`config.mk`:
```
export PLATFORM = sky130hd
export DESIGN_NAME = instr_loader_flat
export DESIGN_NICKNAME = d
export VERILOG_FILES = /design/src/rtl/loader_pkg.sv /design/src/rtl/instr_loader_if.sv /design/src/rtl/instr_loader_word_assembler.sv /design/src/rtl/instr_loader.sv /design/src/flat_wrapper.sv
export SDC_FILE = /design/constraint.sdc
export NUM_CORES = 1
export LEC_CHECK = 0
export ABC_AREA = 0
export BUFFER_PORTS_ARGS = -buffer_cell sky130_fd_sc_hd__buf_2
export CAP_MARGIN = 0
export CELL_PAD_IN_SITES_DETAIL_PLACEMENT = 1
export CELL_PAD_IN_SITES_GLOBAL_PLACEMENT = 1
export CORE_ASPECT_RATIO = 0.9
export CORE_MARGIN = 5
export CORE_UTILIZATION = 44
export CTS_CLUSTER_SIZE = 8
export DETAILED_ROUTE_END_ITERATION = 6
export PLACE_DENSITY = 0.9
export SLEW_MARGIN = 25
export SYNTH_ARGS = -nofsm -noshare
export SYNTH_HDL_FRONTEND = slang
export SYNTH_HIERARCHICAL = 1
export SYNTH_SLANG_ARGS = --single-unit
```
`constraint.sdc`:
```
create_clock -name clock_in -period 3.4 [get_ports clock_in]
set_input_delay 0.17 -clock clock_in [delete_from_list [all_inputs] [get_ports clock_in]]
set_output_delay 0.17 -clock clock_in [all_outputs]
set_load 0.005 [all_outputs]
```
`src/rtl/loader_pkg.sv`:
```
// Shared types and constants for the boot-time instruction loader.
// Optional feature macro: LOADER_CHECKSUM_EN (adds the CHK state).
package loader_pkg;

  typedef enum logic [2:0] {
    LEN   = 3'd0,
    DATA  = 3'd1,
    WRITE = 3'd2,
    CHK   = 3'd3,
    DONE  = 3'd4,
    ERROR = 3'd5
  } loader_state_t;

  localparam int          WORD_BYTES = 4;
  localparam int          LEN_BYTES  = 2;
  localparam logic [31:0] ADDR_STEP  = 32'd4;

  // Running XOR over the data bytes of one load.
  function automatic logic [7:0] checksum_update(input logic [7:0] acc, input logic [7:0] data);
    return acc ^ data;
  endfunction

endpackage

```
`src/rtl/instr_loader_if.sv`:
```
// Byte-stream input and imem write / CPU control output bundle of the loader.
// The loader uses the slave modport; the stream source / observer uses master.
interface instr_loader_if;

  logic        byte_valid_in;
  logic [7:0]  byte_in;
  logic        byte_ready_out;
  logic [31:0] instr_address_out;
  logic [31:0] instr_out;
  logic        instrWrite_out;
  logic        cpu_reset_out;
  logic        done_out;
  logic        error_out;
  logic [15:0] words_loaded_out;

  modport master (
    output byte_valid_in, byte_in,
    input  byte_ready_out, instr_address_out, instr_out, instrWrite_out,
    input  cpu_reset_out, done_out, error_out, words_loaded_out
  );

  modport slave (
    input  byte_valid_in, byte_in,
    output byte_ready_out, instr_address_out, instr_out, instrWrite_out,
    output cpu_reset_out, done_out, error_out, words_loaded_out
  );

endinterface

```
`src/rtl/instr_loader_word_assembler.sv`:
```
// Collects four stream bytes into a 32-bit word; byte order set by BIG_ENDIAN.
module word_assembler #(
  parameter bit BIG_ENDIAN = 1'b1
) (
  input  logic        clk,
  input  logic        rst,
  input  logic        clr,
  input  logic        accept,
  input  logic [7:0]  byte_in,
  output logic [31:0] word,
  output logic        word_full
);

  logic [1:0]  idx_r;
  logic [31:0] word_r;

  assign word      = word_r;
  assign word_full = accept & (idx_r == 2'd3);

  // Byte index and word register; big-endian shifts in from the bottom.
  always_ff @(posedge clk) begin
    if (rst || clr) begin
      idx_r  <= 2'd0;
      word_r <= 32'd0;
    end else if (accept) begin
      idx_r <= idx_r + 2'd1;
      if (BIG_ENDIAN) begin
        word_r <= {word_r[23:0], byte_in};
      end else begin
        word_r[{idx_r, 3'b000} +: 8] <= byte_in;
      end
    end
  end

endmodule

```
`src/rtl/instr_loader.sv`:
```
// Boot loader: length header, then words written to consecutive imem addresses;
// CPU held in reset until DONE. LOADER_CHECKSUM_EN adds a trailing XOR checksum byte.
module instr_loader
  import loader_pkg::*;
#(
  parameter logic [31:0] BASE_ADDRESS = 32'h0000_0000,
  parameter int          MAX_WORDS    = 1024,
  parameter bit          BIG_ENDIAN   = 1'b1
) (
  input  logic          clock_in,
  input  logic          reset_in,
  input  logic          start_in,
  instr_loader_if.slave bus
);

  localparam logic [31:0] MAX_WORDS_W = 32'(MAX_WORDS);
`ifdef LOADER_CHECKSUM_EN
  localparam loader_state_t LAST_STATE = CHK;
`else
  localparam loader_state_t LAST_STATE = DONE;
`endif

  loader_state_t state_r, state_s;
  logic          ready_r, write_r, cpu_reset_r, done_r, error_r;
  logic          len_idx_r;
  logic [15:0]   count_r, words_r;
  logic [31:0]   addr_r;
  logic          accept_s, asm_accept_s, arm_s, word_full_s;
  logic [15:0]   len_full_s;
  logic [31:0]   word_s;

  assign accept_s     = bus.byte_valid_in & ready_r;
  assign asm_accept_s = accept_s & (state_r == DATA);

  word_assembler #(.BIG_ENDIAN(BIG_ENDIAN)) u_asm (
    .clk       (clock_in),
    .rst       (reset_in),
    .clr       (arm_s),
    .accept    (asm_accept_s),
    .byte_in   (bus.byte_in),
    .word      (word_s),
    .word_full (word_full_s)
  );

`ifdef LOADER_CHECKSUM_EN
  logic [7:0] xor_r;

  // XOR of every data byte since the last arm.
  always_ff @(posedge clock_in) begin
    if (reset_in || arm_s) begin
      xor_r <= 8'd0;
    end else if (asm_accept_s) begin
      xor_r <= checksum_update(xor_r, bus.byte_in);
    end
  end
`endif

  // Next-state logic.
  always_comb begin
    state_s    = state_r;
    arm_s      = 1'b0;
    len_full_s = {count_r[15:8], bus.byte_in};
    case (state_r)
      LEN: begin
        if (accept_s && len_idx_r) begin
          if (len_full_s == 16'd0) begin
            state_s = LAST_STATE;
          end else if ({16'd0, len_full_s} > MAX_WORDS_W) begin
            state_s = ERROR;
          end else begin
            state_s = DATA;
          end
        end else begin
          state_s = LEN;
        end
      end
      DATA: begin
        if (word_full_s) state_s = WRITE;
        else             state_s = DATA;
      end
      WRITE: begin
        if (words_r + 16'd1 == count_r) state_s = LAST_STATE;
        else                            state_s = DATA;
      end
`ifdef LOADER_CHECKSUM_EN
      CHK: begin
        if (accept_s) begin
          if (xor_r == bus.byte_in) state_s = DONE;
          else                      state_s = ERROR;
        end else begin
          state_s = CHK;
        end
      end
`endif
      DONE, ERROR: begin
        if (start_in) begin
          state_s = LEN;
          arm_s   = 1'b1;
        end else begin
          state_s = state_r;
        end
      end
      default: state_s = ERROR;
    endcase
  end

  // State register with outputs decoded from the next state, so they align with it.
  always_ff @(posedge clock_in) begin
    if (reset_in) begin
      state_r     <= LEN;
      ready_r     <= 1'b1;
      write_r     <= 1'b0;
      cpu_reset_r <= 1'b1;
      done_r      <= 1'b0;
      error_r     <= 1'b0;
    end else begin
      state_r     <= state_s;
      ready_r     <= (state_s == LEN) || (state_s == DATA) || (state_s == CHK);
      write_r     <= (state_s == WRITE);
      cpu_reset_r <= (state_s != DONE);
      done_r      <= (state_s == DONE);
      error_r     <= (state_s == ERROR);
    end
  end

  // Length header, write address and word counter.
  always_ff @(posedge clock_in) begin
    if (reset_in || arm_s) begin
      len_idx_r <= 1'b0;
      count_r   <= 16'd0;
      addr_r    <= BASE_ADDRESS;
      words_r   <= 16'd0;
    end else begin
      if (state_r == LEN && accept_s) begin
        len_idx_r <= ~len_idx_r;
        if (len_idx_r) count_r[7:0]  <= bus.byte_in;
        else           count_r[15:8] <= bus.byte_in;
      end
      if (state_r == WRITE) begin
        addr_r  <= addr_r + ADDR_STEP;
        words_r <= words_r + 16'd1;
      end
    end
  end

  assign bus.byte_ready_out    = ready_r;
  assign bus.instr_address_out = addr_r;
  assign bus.instr_out         = word_s;
  assign bus.instrWrite_out    = write_r;
  assign bus.cpu_reset_out     = cpu_reset_r;
  assign bus.done_out          = done_r;
  assign bus.error_out         = error_r;
  assign bus.words_loaded_out  = words_r;

endmodule

```
`src/flat_wrapper.sv`:
```
// flat-port wrapper written by rule: the top's interface ports become plain ports
module instr_loader_flat import loader_pkg::*;
#(
  parameter logic [31:0] BASE_ADDRESS = 32'h0000_0000,
  parameter int          MAX_WORDS    = 1024,
  parameter bit          BIG_ENDIAN   = 1'b1
)
  (clock_in, reset_in, start_in, bus_byte_valid_in, bus_byte_in, bus_byte_ready_out, bus_instr_address_out, bus_instr_out, bus_instrWrite_out, bus_cpu_reset_out, bus_done_out, bus_error_out, bus_words_loaded_out);
  instr_loader_if bus_i ();
  input  logic clock_in;
  input  logic reset_in;
  input  logic start_in;
  input wire logic [$bits(bus_i.byte_valid_in)-1:0] bus_byte_valid_in;
  input wire logic [$bits(bus_i.byte_in)-1:0] bus_byte_in;
  output wire logic [$bits(bus_i.byte_ready_out)-1:0] bus_byte_ready_out;
  output wire logic [$bits(bus_i.instr_address_out)-1:0] bus_instr_address_out;
  output wire logic [$bits(bus_i.instr_out)-1:0] bus_instr_out;
  output wire logic [$bits(bus_i.instrWrite_out)-1:0] bus_instrWrite_out;
  output wire logic [$bits(bus_i.cpu_reset_out)-1:0] bus_cpu_reset_out;
  output wire logic [$bits(bus_i.done_out)-1:0] bus_done_out;
  output wire logic [$bits(bus_i.error_out)-1:0] bus_error_out;
  output wire logic [$bits(bus_i.words_loaded_out)-1:0] bus_words_loaded_out;
  assign bus_i.byte_valid_in = bus_byte_valid_in;
  assign bus_i.byte_in = bus_byte_in;
  assign bus_byte_ready_out = bus_i.byte_ready_out;
  assign bus_instr_address_out = bus_i.instr_address_out;
  assign bus_instr_out = bus_i.instr_out;
  assign bus_instrWrite_out = bus_i.instrWrite_out;
  assign bus_cpu_reset_out = bus_i.cpu_reset_out;
  assign bus_done_out = bus_i.done_out;
  assign bus_error_out = bus_i.error_out;
  assign bus_words_loaded_out = bus_i.words_loaded_out;
  instr_loader #(.BASE_ADDRESS(BASE_ADDRESS), .MAX_WORDS(MAX_WORDS), .BIG_ENDIAN(BIG_ENDIAN)) u_core (.clock_in(clock_in), .reset_in(reset_in), .start_in(start_in), .bus(bus_i));
endmodule
```
# [Yosys cells after proc, flatten, opt, wreduce, memory -nomap -nowiden]
# Cells that the tools add are included.
[word_totals] word_cells=53 regBits=107
[classes] n_reduce_logical=11 magnitude_cmp=1 add_sub_neg=3 bitwise=4 mux=9 eq_ne=12
[ops] op="$add 32x3->32 const B" n=1
[ops] op="$add 16x1->16 const B" n=1
[ops] op="$eq 16x16->1" n=1
[ops] op="$gt 16x11->1 const B" n=1
[ops] op="$logic_not 16->1" n=1
[ops] op="$mux 3" n=5
[ops] op="$eq 3x3->1 const B" n=4
[ops] op="$pmux 3 s4" n=1
[ops] op="$eq 3x2->1 const B" n=3
[ops] op="$eq 3x1->1 const B" n=2
[ops] op="$logic_not 3->1" n=2
[ops] op="$reduce_and 2->1" n=2
[ops] op="$and 1x1->1" n=3
[ops] op="$logic_or 1x1->1" n=3
[ops] op="$ne 3x3->1 const B" n=1
[ops] op="$add 2x1->2 const B" n=1
[ops] op="$eq 2x2->1 const B" n=1
[ops] op="$logic_and 1x1->1" n=2
[ops] op="$mux 1" n=2
[ops] op="$mux 2" n=1
[ops] op="$reduce_or 2->1" n=1
[ops] op="$not 1->1" n=1

# [Logic depth before layout (Yosys ltp)]
[logic_depth] word_depth=8 depth_mapped=12 ltp_nobuf=9

# [Cells and area by module]
# Netlist, hierarchy kept.
[modules_own_cells] module="instr_loader" area_each_um2=3420.8 cells_per_inst=398 n_inst=1 seq_area_each_um2=1421.4
[modules_own_cells] module="word_assembler" area_each_um2=1276.2 cells_per_inst=113 n_inst=1 seq_area_each_um2=680.7

# [Worst setup path before layout]
# No wires, ideal clock.
[synth_path] kind="register -> register" startpoint="register u_core.words_r[0], in the netlist u_core/bus.words_loaded_out[0]" endpoint="register u_core.cpu_reset_r, in the netlist u_core/bus.cpu_reset_out" path_stages_with_launch=9 arrival_time_ps=2062 setup_ps=120 setup_slack_ps=1219 path_buffers=0 cell_sequence="dfxtp_1 ha_1 nand3_1 or2_1 a2111oi_1 nor2_1 and4bb_1 a32oi_1 a211o_1"
[synth_via] elab_chain_len=5
[synth_lines] item="start: declaration" line_no="instr_loader.sv:26" source="logic [15:0] count_r, words_r;"
[synth_lines] item="start signal: assignment" line_no="instr_loader.sv:141" source="words_r <= words_r + 16'd1;"
[synth_lines] item="$add 16x1->16" line_no="instr_loader.sv:82" source="if (words_r + 16'd1 == count_r) state_s = LAST_STATE;"
[synth_lines] item="$eq 16x16->1" line_no="instr_loader.sv:82"
[synth_lines] item="$mux 3" line_no="instr_loader.sv:82"
[synth_lines] item="$pmux 3 s4" line_no="instr_loader.sv:63" source="case (state_r)"
[synth_lines] item="$ne 3x3->1" line_no="instr_loader.sv:120" source="cpu_reset_r <= (state_s != DONE);"
[synth_lines] item="end signal: assignment" line_no="instr_loader.sv:120"
[synth_lines] item="end: declaration" line_no="instr_loader.sv:24" source="logic ready_r, write_r, cpu_reset_r, done_r, error_r;"
# No other way between the ends.
# A chain may end at the register's enable or synchronous reset.

# [Worst setup path in the final report]
# Same ends and word-level chain as after synthesis.

==> impl_metrics.json <==
{
  "wl_per_cell_um": 18.1,
  "yosysWarnings": 6,
  "synth_edf_count": 0,
  "yosysSeqAreaShare": 0.448,
  "power_density_nw_per_um2": 464,
  "synthArstFlopShare": 0,
  "synth.most_common_cell": "dfxtp_1",
  "overflow": 0,
  "synthAdderAreaFrac": 0.00799,
  "yosys.area.top_type_share": 0.448,
  "ant_nets": 0,
  "layout-drive-gt1-share": 0.206,
  "crit_path_start_kind": "register",
  "ir_drop_uv": 230,
  "worst_slack_ps": 925,
  "r2r-end": "u_core/bus.cpu_reset_out",
  "die_y_um": 108,
  "status": "completed",
  "wirelength_mm": 13.2,
  "synth_area_leaders": "dfxtp_1, mux2i_1, nor2_1",
  "r2r_start": "u_core/bus.words_loaded_out[0]",
  "total_power_w": 0.00253,
  "crit_type": "reg -> reg",
  "timing.critical_path.to": "u_core/bus.cpu_reset_out",
  "top_layer": "met4",
  "rsz0062_at_grt": "no",
  "wl_met3_um": 649,
  "first_pass_iters": 4,
  "p_leak_nw": 2.25,
  "max_freq_mhz": 404,
  "synthSimpleGateAreaFrac": 0.227,
  "ys_types": 50,
  "synth_mux_area_frac": 0.104,
  "met2_length_mm": 6.76,
  "synthCells": 511,
  "timing.max_cap.violations": 0,
  "dp_cells": 711,
  "grt_pass1_wl_mm": 21.8,
  "die_w_um": 119,
  "synth_compound_area_frac": 0.0538,
  "reg2reg_slack_ps": 920,
  "cts.clk_slew.worst_paths_ps": 70,
  "clk_latency_ps": 340,
  "grt_max_degree": 43,
  "post_cts_buffers": 0,
  "antenna_found_initial": 0,
  "place.gp.congestion": 0.845,
  "hpwl_mm": 9.42,
  "final_cells": 727,
  "grt_pass1_vias": 4203,
  "end_kind": "register",
  "cts_buffers": 9,
  "synth_area_um2": 4700,
  "arrival_ps": 2710,
  "layout_worst_path_cycle_share": 0.728,
  "antenna_cells": 0,
  "clock_path_buffers": 2,
  "viasPerCell": 5.41,
  "synth_top_cell_by_area": "dfxtp_1",
  "clock_sinks": 105,
  "port_buffers": 94,
  "finalSetupViolations": 0,
  "met1_length_mm": 5.43,
  "synth_ff_type": "dfxtp_1",
  "pin_count": 97,
  "final_net_count": 608,
  "ctsHoldBuffers": 0,
  "worstPathMaxFanout": 7,
  "crit_start": "u_core/bus.words_loaded_out[0]",
  "via_count": 3934,
  "grt.total_usage": 0.210,
  "worst_slew_pin_slew_ps": 845,
  "layout_min_cycle_time_ps": 2480,
  "ys_ff_latch": 105,
  "cpPeakStageDelay_ps": 480,
  "drtIter0Drc": 235,
  "dieArea_um2": 12800,
  "cp.required_ps": 3630,
  "skew_ps": 4.94,
  "preCtsSetupSlack_ps": 940,
  "fin_tns_setup_ps": 0,
  "hold_violations": 0,
  "syn_area_per_cell_um2": 9.19,
  "slew_violations": 0,
  "synth_common_cells": "dfxtp_1, nor2_1, mux2i_1",
  "r2r_cells": 8,
  "htree_levels": 3,
  "cts_tree": "built",
  "root_buffer": "clkbuf_16",
  "num_rows": 35,
  "cts_resized": 0,
  "crit_chain": "ha_1 -> nand3_1 -> or2_1 -> a2111oi_1 -> nor2_1 -> and4bb_1 -> a32oi_1 -> a211o_1",
  "start_util": 0.454,
  "hp-class": "in -> reg",
  "worst_path_max_delay_cell": "dfxtp_1",
  "synth_xor_xnor_area_share": 0.110,
  "syn_to_final_growth_pct": 16.1,
  "maxSlewHeadroom": 0.437,
  "synth_top_family_by_area": "simple AND/OR/NAND/NOR gates",
  "core_area_um2": 10300,
  "drc": 0
}
[how the worst min path moves through the flow]
stage	slack, ps	to	from	depth (start not counted)
4_1_cts	110	u_core/state_r[0]	reset_in	2
6_report	130	u_core/state_r[0]	reset_in	2
2_1_floorplan	320	u_core/u_asm/word[0]	bus_byte_in[0]	2
3_3_place_gp	460	u_core/state_r[0]	reset_in	2
3_5_place_dp	480	u_core/bus.instr_address_out[3]	u_core/bus.instr_address_out[3]	2
5_1_grt	130	u_core/count_r[10]	bus_byte_in[2]	3
[power breakdown]
part / leakage [nW] / internal, W / switching (W) / total, W
Combinational: 1.27 / 0.000108 / 0.000152 / 0.000260
Sequential: 0.848 / 0.00126 / 0.0000360 / 0.00130
Clock: 0.129 / 0.000518 / 0.000455 / 0.000973
Total: 2.25 / 0.00189 / 0.000642 / 0.00253
[worst max-delay path: cells and delay by family, from the launching register on]
| kind | cells | cell delay [ps] |
|---|---|---|
| compound gates | 3 | 720 |
| flops | 1 | 480 |
| fa+ha+maj | 1 | 260 |
| simple gates | 4 | 920 |
[registers in the layout, indices dropped and copies added, names as in the netlist]
name,flops
u_core/bus.instrWrite_out,1
u_core/bus.error_out,1
u_core/bus.instr_address_out,30
u_core/u_asm/idx_r,2
u_core/count_r,16
u_core/u_asm/word,32
u_core/bus.cpu_reset_out,1
u_core/bus.done_out,1
u_core/state_r,3
u_core/len_idx_r,1
u_core/bus.byte_ready_out,1
u_core/bus.words_loaded_out,16
[through the flow]
stage               instance area, um2   util  hold WS [ps]
CTS                               5450  0.527           112
floorplan                         4700      -           317
global placement                  5180  0.501           461
global route                      5450  0.527           133
finish                            5450  0.527           131
detailed placement                5180  0.501           480
[cells by family (layout without fill, tap and decap cells)]
group                      count (synthesis)  in the layout
muxes                                     49             49
buffers and inverters                     36            122
and+or+nand+nor                          219            219
xor gates and xnor gates                  59             59
other                                      1              2
adders and majority gates                  3              3
DFF                                      105            105
AOI/OAI and AO/OA                         39             39
[final cells by class]
cell class,instances,area (um2)
well taps,129,161
multi-input cells,371,2380
repair buffers,99,508
flip-flops and latches,105,2100
clock buffers,12,246
inverters,7,26.3
fillers,1245,4880
clock inverters,4,28.8
[layout by cell type, fill, tap and decap left out, types with 7 or more instances in the layout]
master     netlist  final
a21oi_1         12     12
and3_1           8      8
buf_2            5     94
clkbuf_16        0      9
dfxtp_1        105    105
inv_1            7      7
mux2i_1         49     49
nand2_1         27     27
nand3_1         25     25
nand4_1         11     11
nor2_1          98     97
o21ai_0         10     10
or3_1            9      9
xnor2_1         29     29
xor2_1          30     30
[per-layer routing]
layer / vias up / GRT usage
met2: 107 / 0.373
met4: 0 / 0.0662
li1: 1895 / -
met5: - / 0
met3: 26 / 0.0554
met1: 1906 / 0.250
No activity file was read; power rests on OpenSTA's default activity.
